### config.mk
export PLATFORM = sky130hd
export DESIGN_NAME = hack_screen_scanout_flat
export DESIGN_NICKNAME = d
export VERILOG_FILES = /design/src/rtl/hack_video_pkg.sv /design/src/rtl/hack_screen_scanout_if.sv /design/src/rtl/hack_video_timing.sv /design/src/rtl/hack_screen_scanout.sv /design/src/flat_wrapper.sv
export SDC_FILE = /design/constraint.sdc
export NUM_CORES = 1
export LEC_CHECK = 0
export BUFFER_PORTS_ARGS = -buffer_cell sky130_fd_sc_hd__buf_2
export CORE_ASPECT_RATIO = 2
export CORE_UTILIZATION = 56
export DETAILED_ROUTE_END_ITERATION = 12
export PLACE_DENSITY = 0.8
export SLEW_MARGIN = 20
export SYNTH_ARGS = -nofsm -noshare
export SYNTH_HDL_FRONTEND = slang
export SYNTH_SLANG_ARGS = --single-unit
### constraint.sdc
create_clock -name clk -period 3.6 [get_ports clk]
set_clock_uncertainty 0.15 [all_clocks]
set_input_delay 0.72 -clock clk [delete_from_list [all_inputs] [get_ports clk]]
set_output_delay 0.72 -clock clk [all_outputs]
set_load 0.05 [all_outputs]
### src/rtl/hack_video_pkg.sv
// rtl/hack_video_pkg.sv - shared Hack screen geometry and VGA 640x480@60 timing constants
package hack_video_pkg;

    localparam int H_ACT_DEF  = 640;
    localparam int H_FP_DEF   = 16;
    localparam int H_SYNC_DEF = 96;
    localparam int H_BP_DEF   = 48;
    localparam int H_TOTAL    = H_ACT_DEF + H_FP_DEF + H_SYNC_DEF + H_BP_DEF;
    localparam int H_SYNC_START = H_ACT_DEF + H_FP_DEF;
    localparam int H_SYNC_END   = H_SYNC_START + H_SYNC_DEF - 1;

    localparam int V_ACT_DEF  = 480;
    localparam int V_FP_DEF   = 10;
    localparam int V_SYNC_DEF = 2;
    localparam int V_BP_DEF   = 33;
    localparam int V_TOTAL    = V_ACT_DEF + V_FP_DEF + V_SYNC_DEF + V_BP_DEF;
    localparam int V_SYNC_START = V_ACT_DEF + V_FP_DEF;
    localparam int V_SYNC_END   = V_SYNC_START + V_SYNC_DEF - 1;

    localparam int SCREEN_W      = 512;
    localparam int SCREEN_H      = 256;
    localparam int WORDS_PER_ROW = 32;
    localparam logic [15:0] SCREEN_BASE = 16'h4000;

    typedef logic [12:0] scr_addr_t;

    // Screen RAM word address of word col on image row
    function automatic scr_addr_t scr_word_addr(input logic [7:0] row, input logic [4:0] col);
        return {row, col};
    endfunction

endpackage

### src/rtl/hack_screen_scanout_if.sv
// rtl/hack_screen_scanout_if.sv - screen RAM read port between scanout and RAM
interface hack_screen_scanout_if;
    import hack_video_pkg::*;

    scr_addr_t   scr_addr;
    logic        scr_rd;
    logic [15:0] scr_data;

    modport master (output scr_addr, output scr_rd, input scr_data);
    modport slave  (input scr_addr, input scr_rd, output scr_data);
endinterface

### src/rtl/hack_video_timing.sv
// rtl/hack_video_timing.sv - pixel divider, raster counters and raw sync/blank flags
module hack_video_timing #(
    parameter int CLK_DIV = 2,
    parameter int H_ACT   = 640,
    parameter int H_FP    = 16,
    parameter int H_SYNC  = 96,
    parameter int H_BP    = 48,
    parameter int V_ACT   = 480,
    parameter int V_FP    = 10,
    parameter int V_SYNC  = 2,
    parameter int V_BP    = 33
) (
    input  logic       clk,
    input  logic       reset,
    output logic       ce_pix,
    output logic [9:0] h_cnt,
    output logic [9:0] v_cnt,
    output logic       h_blank,
    output logic       v_blank,
    output logic       h_sync,
    output logic       v_sync
);
    localparam int HT    = H_ACT + H_FP + H_SYNC + H_BP;
    localparam int VT    = V_ACT + V_FP + V_SYNC + V_BP;
    localparam int DIV_W = (CLK_DIV > 2) ? $clog2(CLK_DIV) : 1;

    logic [DIV_W-1:0] div;

    assign ce_pix = (div == DIV_W'(CLK_DIV - 1));

    // Clock divider: one pixel every CLK_DIV clocks
    always_ff @(posedge clk) begin
        if (reset)       div <= '0;
        else if (ce_pix) div <= '0;
        else             div <= div + 1'b1;
    end

    // Raster position, stepped once per pixel; frame wrap coincides with line wrap
    always_ff @(posedge clk) begin
        if (reset) begin
            h_cnt <= '0;
            v_cnt <= '0;
        end else if (ce_pix) begin
            if (h_cnt == 10'(HT - 1)) begin
                h_cnt <= '0;
                v_cnt <= (v_cnt == 10'(VT - 1)) ? '0 : v_cnt + 10'd1;
            end else begin
                h_cnt <= h_cnt + 10'd1;
            end
        end
    end

    assign h_blank = (h_cnt >= 10'(H_ACT));
    assign v_blank = (v_cnt >= 10'(V_ACT));
    assign h_sync  = (h_cnt >= 10'(H_ACT + H_FP)) && (h_cnt < 10'(H_ACT + H_FP + H_SYNC));
    assign v_sync  = (v_cnt >= 10'(V_ACT + V_FP)) && (v_cnt < 10'(V_ACT + V_FP + V_SYNC));

endmodule

### src/rtl/hack_screen_scanout.sv
// rtl/hack_screen_scanout.sv - Hack 512x256 screen RAM reader centred in a VGA raster
module hack_screen_scanout
    import hack_video_pkg::*;
#(
    parameter int          CLK_DIV    = 2,
    parameter int          H_ACT      = H_ACT_DEF,
    parameter int          H_FP       = H_FP_DEF,
    parameter int          H_SYNC     = H_SYNC_DEF,
    parameter int          H_BP       = H_BP_DEF,
    parameter int          V_ACT      = V_ACT_DEF,
    parameter int          V_FP       = V_FP_DEF,
    parameter int          V_SYNC     = V_SYNC_DEF,
    parameter int          V_BP       = V_BP_DEF,
    parameter int          X0         = 64,
    parameter int          Y0         = 112,
    parameter logic [11:0] BORDER_RGB = 12'h222
) (
    input  logic                  clk,
    input  logic                  reset,
    hack_screen_scanout_if.master scr,
    output logic                  ce_pix,
    output logic                  HBlank,
    output logic                  VBlank,
    output logic                  HSync,
    output logic                  VSync,
    output logic [3:0]            vga_r,
    output logic [3:0]            vga_g,
    output logic [3:0]            vga_b
);
    logic [9:0]  h_cnt, v_cnt;
    logic        ce, hb, vb, hs, vs;
    logic        in_win_v, in_win_h, fetch_h, load_h;
    logic [3:0]  fetch_phase, load_phase;
    logic [4:0]  fetch_word;
    logic [7:0]  row;
    logic [15:0] shifter;
    logic [11:0] pix_rgb;

    hack_video_timing #(
        .CLK_DIV(CLK_DIV),
        .H_ACT(H_ACT), .H_FP(H_FP), .H_SYNC(H_SYNC), .H_BP(H_BP),
        .V_ACT(V_ACT), .V_FP(V_FP), .V_SYNC(V_SYNC), .V_BP(V_BP)
    ) u_timing (
        .clk     (clk),
        .reset   (reset),
        .ce_pix  (ce),
        .h_cnt   (h_cnt),
        .v_cnt   (v_cnt),
        .h_blank (hb),
        .v_blank (vb),
        .h_sync  (hs),
        .v_sync  (vs)
    );

    assign ce_pix = ce;

    // A word is fetched two pixels ahead of its first pixel and loaded one pixel ahead,
    // so the load lands on the same pixel as the previous word's last bit.
    assign in_win_v    = (v_cnt >= 10'(Y0)) && (v_cnt < 10'(Y0 + SCREEN_H));
    assign in_win_h    = (h_cnt >= 10'(X0)) && (h_cnt < 10'(X0 + SCREEN_W));
    assign row         = 8'(v_cnt - 10'(Y0));
    assign fetch_phase = 4'(h_cnt + 10'd2 - 10'(X0));
    assign fetch_word  = 5'((h_cnt + 10'd2 - 10'(X0)) >> 4);
    assign load_phase  = 4'(h_cnt + 10'd1 - 10'(X0));
    assign fetch_h     = (h_cnt >= 10'(X0 - 2)) && (h_cnt <= 10'(X0 + SCREEN_W - 3)) && (fetch_phase == 4'd0);
    assign load_h      = (h_cnt >= 10'(X0 - 1)) && (h_cnt <= 10'(X0 + SCREEN_W - 2)) && (load_phase == 4'd0);

    // Colour of the current raster position; Hack pixel 1 is black
    always_comb begin
        pix_rgb = 12'h000;
        if (!hb && !vb) begin
            if (in_win_v && in_win_h) pix_rgb = shifter[0] ? 12'h000 : 12'hFFF;
            else                      pix_rgb = BORDER_RGB;
        end
    end

    // Registered video outputs, RAM fetch strobe and pixel shifter, all stepped per pixel
    always_ff @(posedge clk) begin
        if (reset) begin
            HBlank       <= 1'b0;
            VBlank       <= 1'b0;
            HSync        <= 1'b0;
            VSync        <= 1'b0;
            vga_r        <= '0;
            vga_g        <= '0;
            vga_b        <= '0;
            scr.scr_addr <= '0;
            scr.scr_rd   <= 1'b0;
            shifter      <= '0;
        end else begin
            scr.scr_rd <= 1'b0;
            if (ce) begin
                HBlank <= hb;
                VBlank <= vb;
                HSync  <= hs;
                VSync  <= vs;
                vga_r  <= pix_rgb[11:8];
                vga_g  <= pix_rgb[7:4];
                vga_b  <= pix_rgb[3:0];
                if (in_win_v && fetch_h) begin
                    scr.scr_addr <= scr_word_addr(row, fetch_word);
                    scr.scr_rd   <= 1'b1;
                end
                if (in_win_v && load_h) shifter <= scr.scr_data;
                else                    shifter <= shifter >> 1;
            end
        end
    end

endmodule

### src/flat_wrapper.sv
// flat-port wrapper written by rule: the top's interface ports become plain ports
module hack_screen_scanout_flat import hack_video_pkg::*;
#(
    parameter int          CLK_DIV    = 2,
    parameter int          H_ACT      = H_ACT_DEF,
    parameter int          H_FP       = H_FP_DEF,
    parameter int          H_SYNC     = H_SYNC_DEF,
    parameter int          H_BP       = H_BP_DEF,
    parameter int          V_ACT      = V_ACT_DEF,
    parameter int          V_FP       = V_FP_DEF,
    parameter int          V_SYNC     = V_SYNC_DEF,
    parameter int          V_BP       = V_BP_DEF,
    parameter int          X0         = 64,
    parameter int          Y0         = 112,
    parameter logic [11:0] BORDER_RGB = 12'h222
)
  (clk, reset, ce_pix, HBlank, VBlank, HSync, VSync, vga_r, vga_g, vga_b, scr_scr_addr, scr_scr_rd, scr_scr_data);
  hack_screen_scanout_if scr_i ();
  input  logic clk;
  input  logic reset;
  output logic ce_pix;
  output logic HBlank;
  output logic VBlank;
  output logic HSync;
  output logic VSync;
  output logic [3:0] vga_r;
  output logic [3:0] vga_g;
  output logic [3:0] vga_b;
  output wire logic [$bits(scr_i.scr_addr)-1:0] scr_scr_addr;
  output wire logic [$bits(scr_i.scr_rd)-1:0] scr_scr_rd;
  input wire logic [$bits(scr_i.scr_data)-1:0] scr_scr_data;
  assign scr_scr_addr = scr_i.scr_addr;
  assign scr_scr_rd = scr_i.scr_rd;
  assign scr_i.scr_data = scr_scr_data;
  hack_screen_scanout #(.CLK_DIV(CLK_DIV), .H_ACT(H_ACT), .H_FP(H_FP), .H_SYNC(H_SYNC), .H_BP(H_BP), .V_ACT(V_ACT), .V_FP(V_FP), .V_SYNC(V_SYNC), .V_BP(V_BP), .X0(X0), .Y0(Y0), .BORDER_RGB(BORDER_RGB)) u_core (.clk(clk), .reset(reset), .scr(scr_i), .ce_pix(ce_pix), .HBlank(HBlank), .VBlank(VBlank), .HSync(HSync), .VSync(VSync), .vga_r(vga_r), .vga_g(vga_g), .vga_b(vga_b));
endmodule
==> flow_metrics.tcl <==
set metrics [dict create \
    outcome "complete, no violations" \
    cts-resized-gates 0 \
    grt_setup_unrepaired "no" \
    drv_slew 0 \
    setup_total_negative_slack_ns 0 \
    diodes 0 \
    count_of_state_elements_after_synthesis 57 \
    cts_inserted_buffers 9 \
    timing.slew.headroom 0.510 \
    port_buffers 48 \
    global_route.usage.total 0.277 \
    first_global_vias 2551 \
    dominantRegCellSynth "dfxtp_1" \
    final_layout_size_suffix_gt1_frac 0.188 \
    async_set_reset_flop_share_out_of_synthesis 0 \
    die_y_um 106 \
    crit_path_to "u_core.shifter[7]" \
    final_common_cell "dfxtp_1" \
    critical_path.max_fanout 17 \
    flow.area_growth_from_synthesis_pct 11.6 \
    worst-endpoint-arrival_ns 2.85 \
    filler_cell_count 453 \
    leading_cell_types_in_the_layout_fill_and_taps_excluded "dfxtp_1 (57), buf_2 (48), nand2_1 (34)" \
    number_of_antenna_violations_at_the_first_check_in_global_routing 0 \
    worstRegToRegCells 6 \
    critPathSlowestCell "or4_4" \
    count_of_flip_flops_with_a_built_in_enable_after_synthesis 0 \
    fp.dieArea_sq_um 5700 \
    hold_path_depth 2 \
    coreArea_sq_um 5140 \
    numClockSinks 57 \
    final_period_minus_worst_setup_slack_ns 2.78 \
    grt-ovfl-total 0 \
    timing_worst_setup_path_type "register to register" \
    cts_max_path_buffers 2 \
    drv_cap 0 \
    worst_path_dominant_cell_family "simple AND/OR/NAND/NOR gates" \
    clkSlewWorstSetupHoldPaths_ns 0.07 \
    synthesis.yosys.warnings 0 \
    final_net_count 418 \
    required_ns 3.67 \
    placed_cells 436 \
    initial_core_utilization 0.587 \
    ctsRootBufferMaster "clkbuf_8" \
    clock_latency_ns 0.34 \
    instances_no_fill 452 \
    path_cells "ha_1 -> nand2_1 -> xnor2_1 -> or4_4 -> or2_1 -> a311o_1" \
    seq_area_frac_synth 0.378 \
    vdd_ir_drop_max_mv 0.366 \
    detailroute.via_count 2669 \
    dp.final_hpwl_mm 5.09 \
    setup.reg_to_reg.worst_slack_ns 0.82 \
    reg2reg_launch_point "u_core.u_timing.h_cnt[1]" \
    postCtsSetupBuffers 0 \
    syn-cell-area_sq_um 3020 \
    setup-violations-final 0 \
    die_w_um 53.9 \
    slowest_delay_ns 0.54 \
    postRouteAntennaNets 0 \
    power_density_nw_per_um2 405 \
    critical_path.startpoint_type "register" \
    cts-hold-fix-buffers 0 \
    io_pins 49 \
    wire_per_inst_um 15.5 \
    yosysUniqueCellTypes 42 \
    grt_first_pass_wirelength_mm 11.5 \
    setup.worst_path.end_class "register" \
    detailedRoute.firstPassIterationCount 4 \
    worst_hold_path_type "register to register" \
    synth_cells 365 \
    worst-path-buf-inv 0 \
    finalHoldViolCount 0 \
    largest_net_degree_at_the_start_of_global_routing 32 \
    drc_errors 0 \
    timing.final.crit_share 0.773 \
    postSynthNetCount 394 \
    routed_via_density 5.90 \
    postRouteWirelength_mm 7.00 \
    rr_endpoint "u_core.shifter[7]" \
    cts_tree "built" \
    std_cell_rows 37 \
    tightestPinTransition_ns 0.725 \
    cp.depth 6 \
    crit_start "u_core.u_timing.h_cnt[1]" \
    drtIter0Drc 95 \
    cellLeakagePower_uw 0.00130 \
    gp_congestion 0.853 \
    fmax_ghz 0.360 \
    h-tree-depth 3 \
    syn_avg_cell_area_sq_um 8.26 \
]
[per-stage QoR]
stage | worst slack (ns) | utilization | area, sq um | hold slack [ns] | total power, uW
after floorplan | 0.963 | - | 3020 | 0.268 | 701
after detailed placement | 0.823 | 0.612 | 3150 | 0.304 | 725
after CTS | 0.810 | 0.655 | 3360 | 0.318 | 1380
after global placement | 0.905 | 0.612 | 3150 | 0.301 | 723
final | 0.819 | 0.655 | 3360 | 0.314 | 1360
after global routing | 0.674 | 0.655 | 3360 | 0.343 | 1410
[worst reg2reg max path, stage by stage, from the launching register on]
cell and delay [ns]:
dfxtp_1 0.48, ha_1 0.35, nand2_1 0.13, xnor2_1 0.15, or4_4 0.54, or2_1 0.45, a311o_1 0.42
[sequential cells by signal, summed over array words and instances, names as in the netlist]
register,count
u_core.HBlank,1
u_core.HSync,1
u_core.VBlank,1
u_core.VSync,1
u_core.scr.scr_addr,13
u_core.scr.scr_rd,1
u_core.shifter,16
u_core.u_timing.ce_pix,1
u_core.u_timing.h_cnt,10
u_core.u_timing.v_cnt,10
u_core.vga_b,2
[cell type report]
type	instances	area (sq um)	area share
Clock buffer	9	124	0.0368
Clock inverter	7	93.8	0.0279
Inverter	10	37.5	0.0112
Multi-Input combinational cell	258	1620	0.481
Sequential cell	57	1140	0.339
Tap cell	58	72.6	0.0216
Timing Repair Buffer	53	278	0.0826
[layer usage]
| metal | GRT usage | share of wire |
|---|---|---|
| met1 | 0.282 | 0.37 |
| met2 | 0.482 | 0.56 |
| met3 | 0.0491 | 0.031 |
| met4 | 0.171 | 0.041 |
| met5 | 0 | 0 |
[cell families after synthesis]
family / Yosys count / synth area share
adders and majority gates: 11 / 0.0456
and+or+nand+nor: 150 / 0.254
xor gates and xnor gates: 22 / 0.0639
muxes: 2 / 0.00705
DFF: 57 / 0.378
AOI/OAI and AO/OA: 73 / 0.163
buffers and inverters: 50 / 0.0880
[worst min path at each step]
| stage | to | start |
|---|---|---|
| CTS | u_core.HSync | u_core.HSync |
| global placement | u_core.vga_b[2] | u_core.shifter[0] |
| floorplan | u_core.vga_b[2] | u_core.shifter[0] |
| finish | u_core.HSync | u_core.HSync |
| detailed placement | u_core.vga_b[2] | u_core.shifter[0] |
| global route | u_core.shifter[15] | u_core.shifter[15] |
[synthesized netlist by cell type (all sizes together), types with 2 or more instances]
| cell type | n | area share |
|---|---|---|
| a211oi | 6 | 0.015 |
| a21o | 2 | 0.0050 |
| a21oi | 22 | 0.037 |
| a311o | 15 | 0.050 |
| a31oi | 2 | 0.0041 |
| and2 | 15 | 0.031 |
| and3 | 8 | 0.018 |
| buf | 21 | 0.052 |
| clkbuf | 19 | 0.024 |
| dfxtp | 57 | 0.38 |
| ha | 11 | 0.046 |
| inv | 10 | 0.012 |
| nand2 | 34 | 0.042 |
| nand2b | 5 | 0.010 |
| nand3 | 18 | 0.030 |
| nand4 | 8 | 0.017 |
| nand4b | 3 | 0.0087 |
| nor2 | 23 | 0.029 |
| nor2b | 3 | 0.0062 |
| nor3 | 23 | 0.038 |
| nor4 | 2 | 0.0041 |
| o21ai | 17 | 0.028 |
| o31ai | 4 | 0.010 |
| or3 | 3 | 0.0062 |
| or4 | 2 | 0.0062 |
| xnor2 | 11 | 0.032 |
| xor2 | 11 | 0.032 |
[where the power goes]
| part | internal [uW] | total [uW] | switching (uW) |
|---|---|---|---|
| Sequential | 635 | 643 | 8.60 |
| Combinational | 21.1 | 67.2 | 46.2 |
| Clock | 389 | 652 | 263 |
| Total | 1040 | 1360 | 318 |
Note: power is estimated with default switching activity, not from simulation.
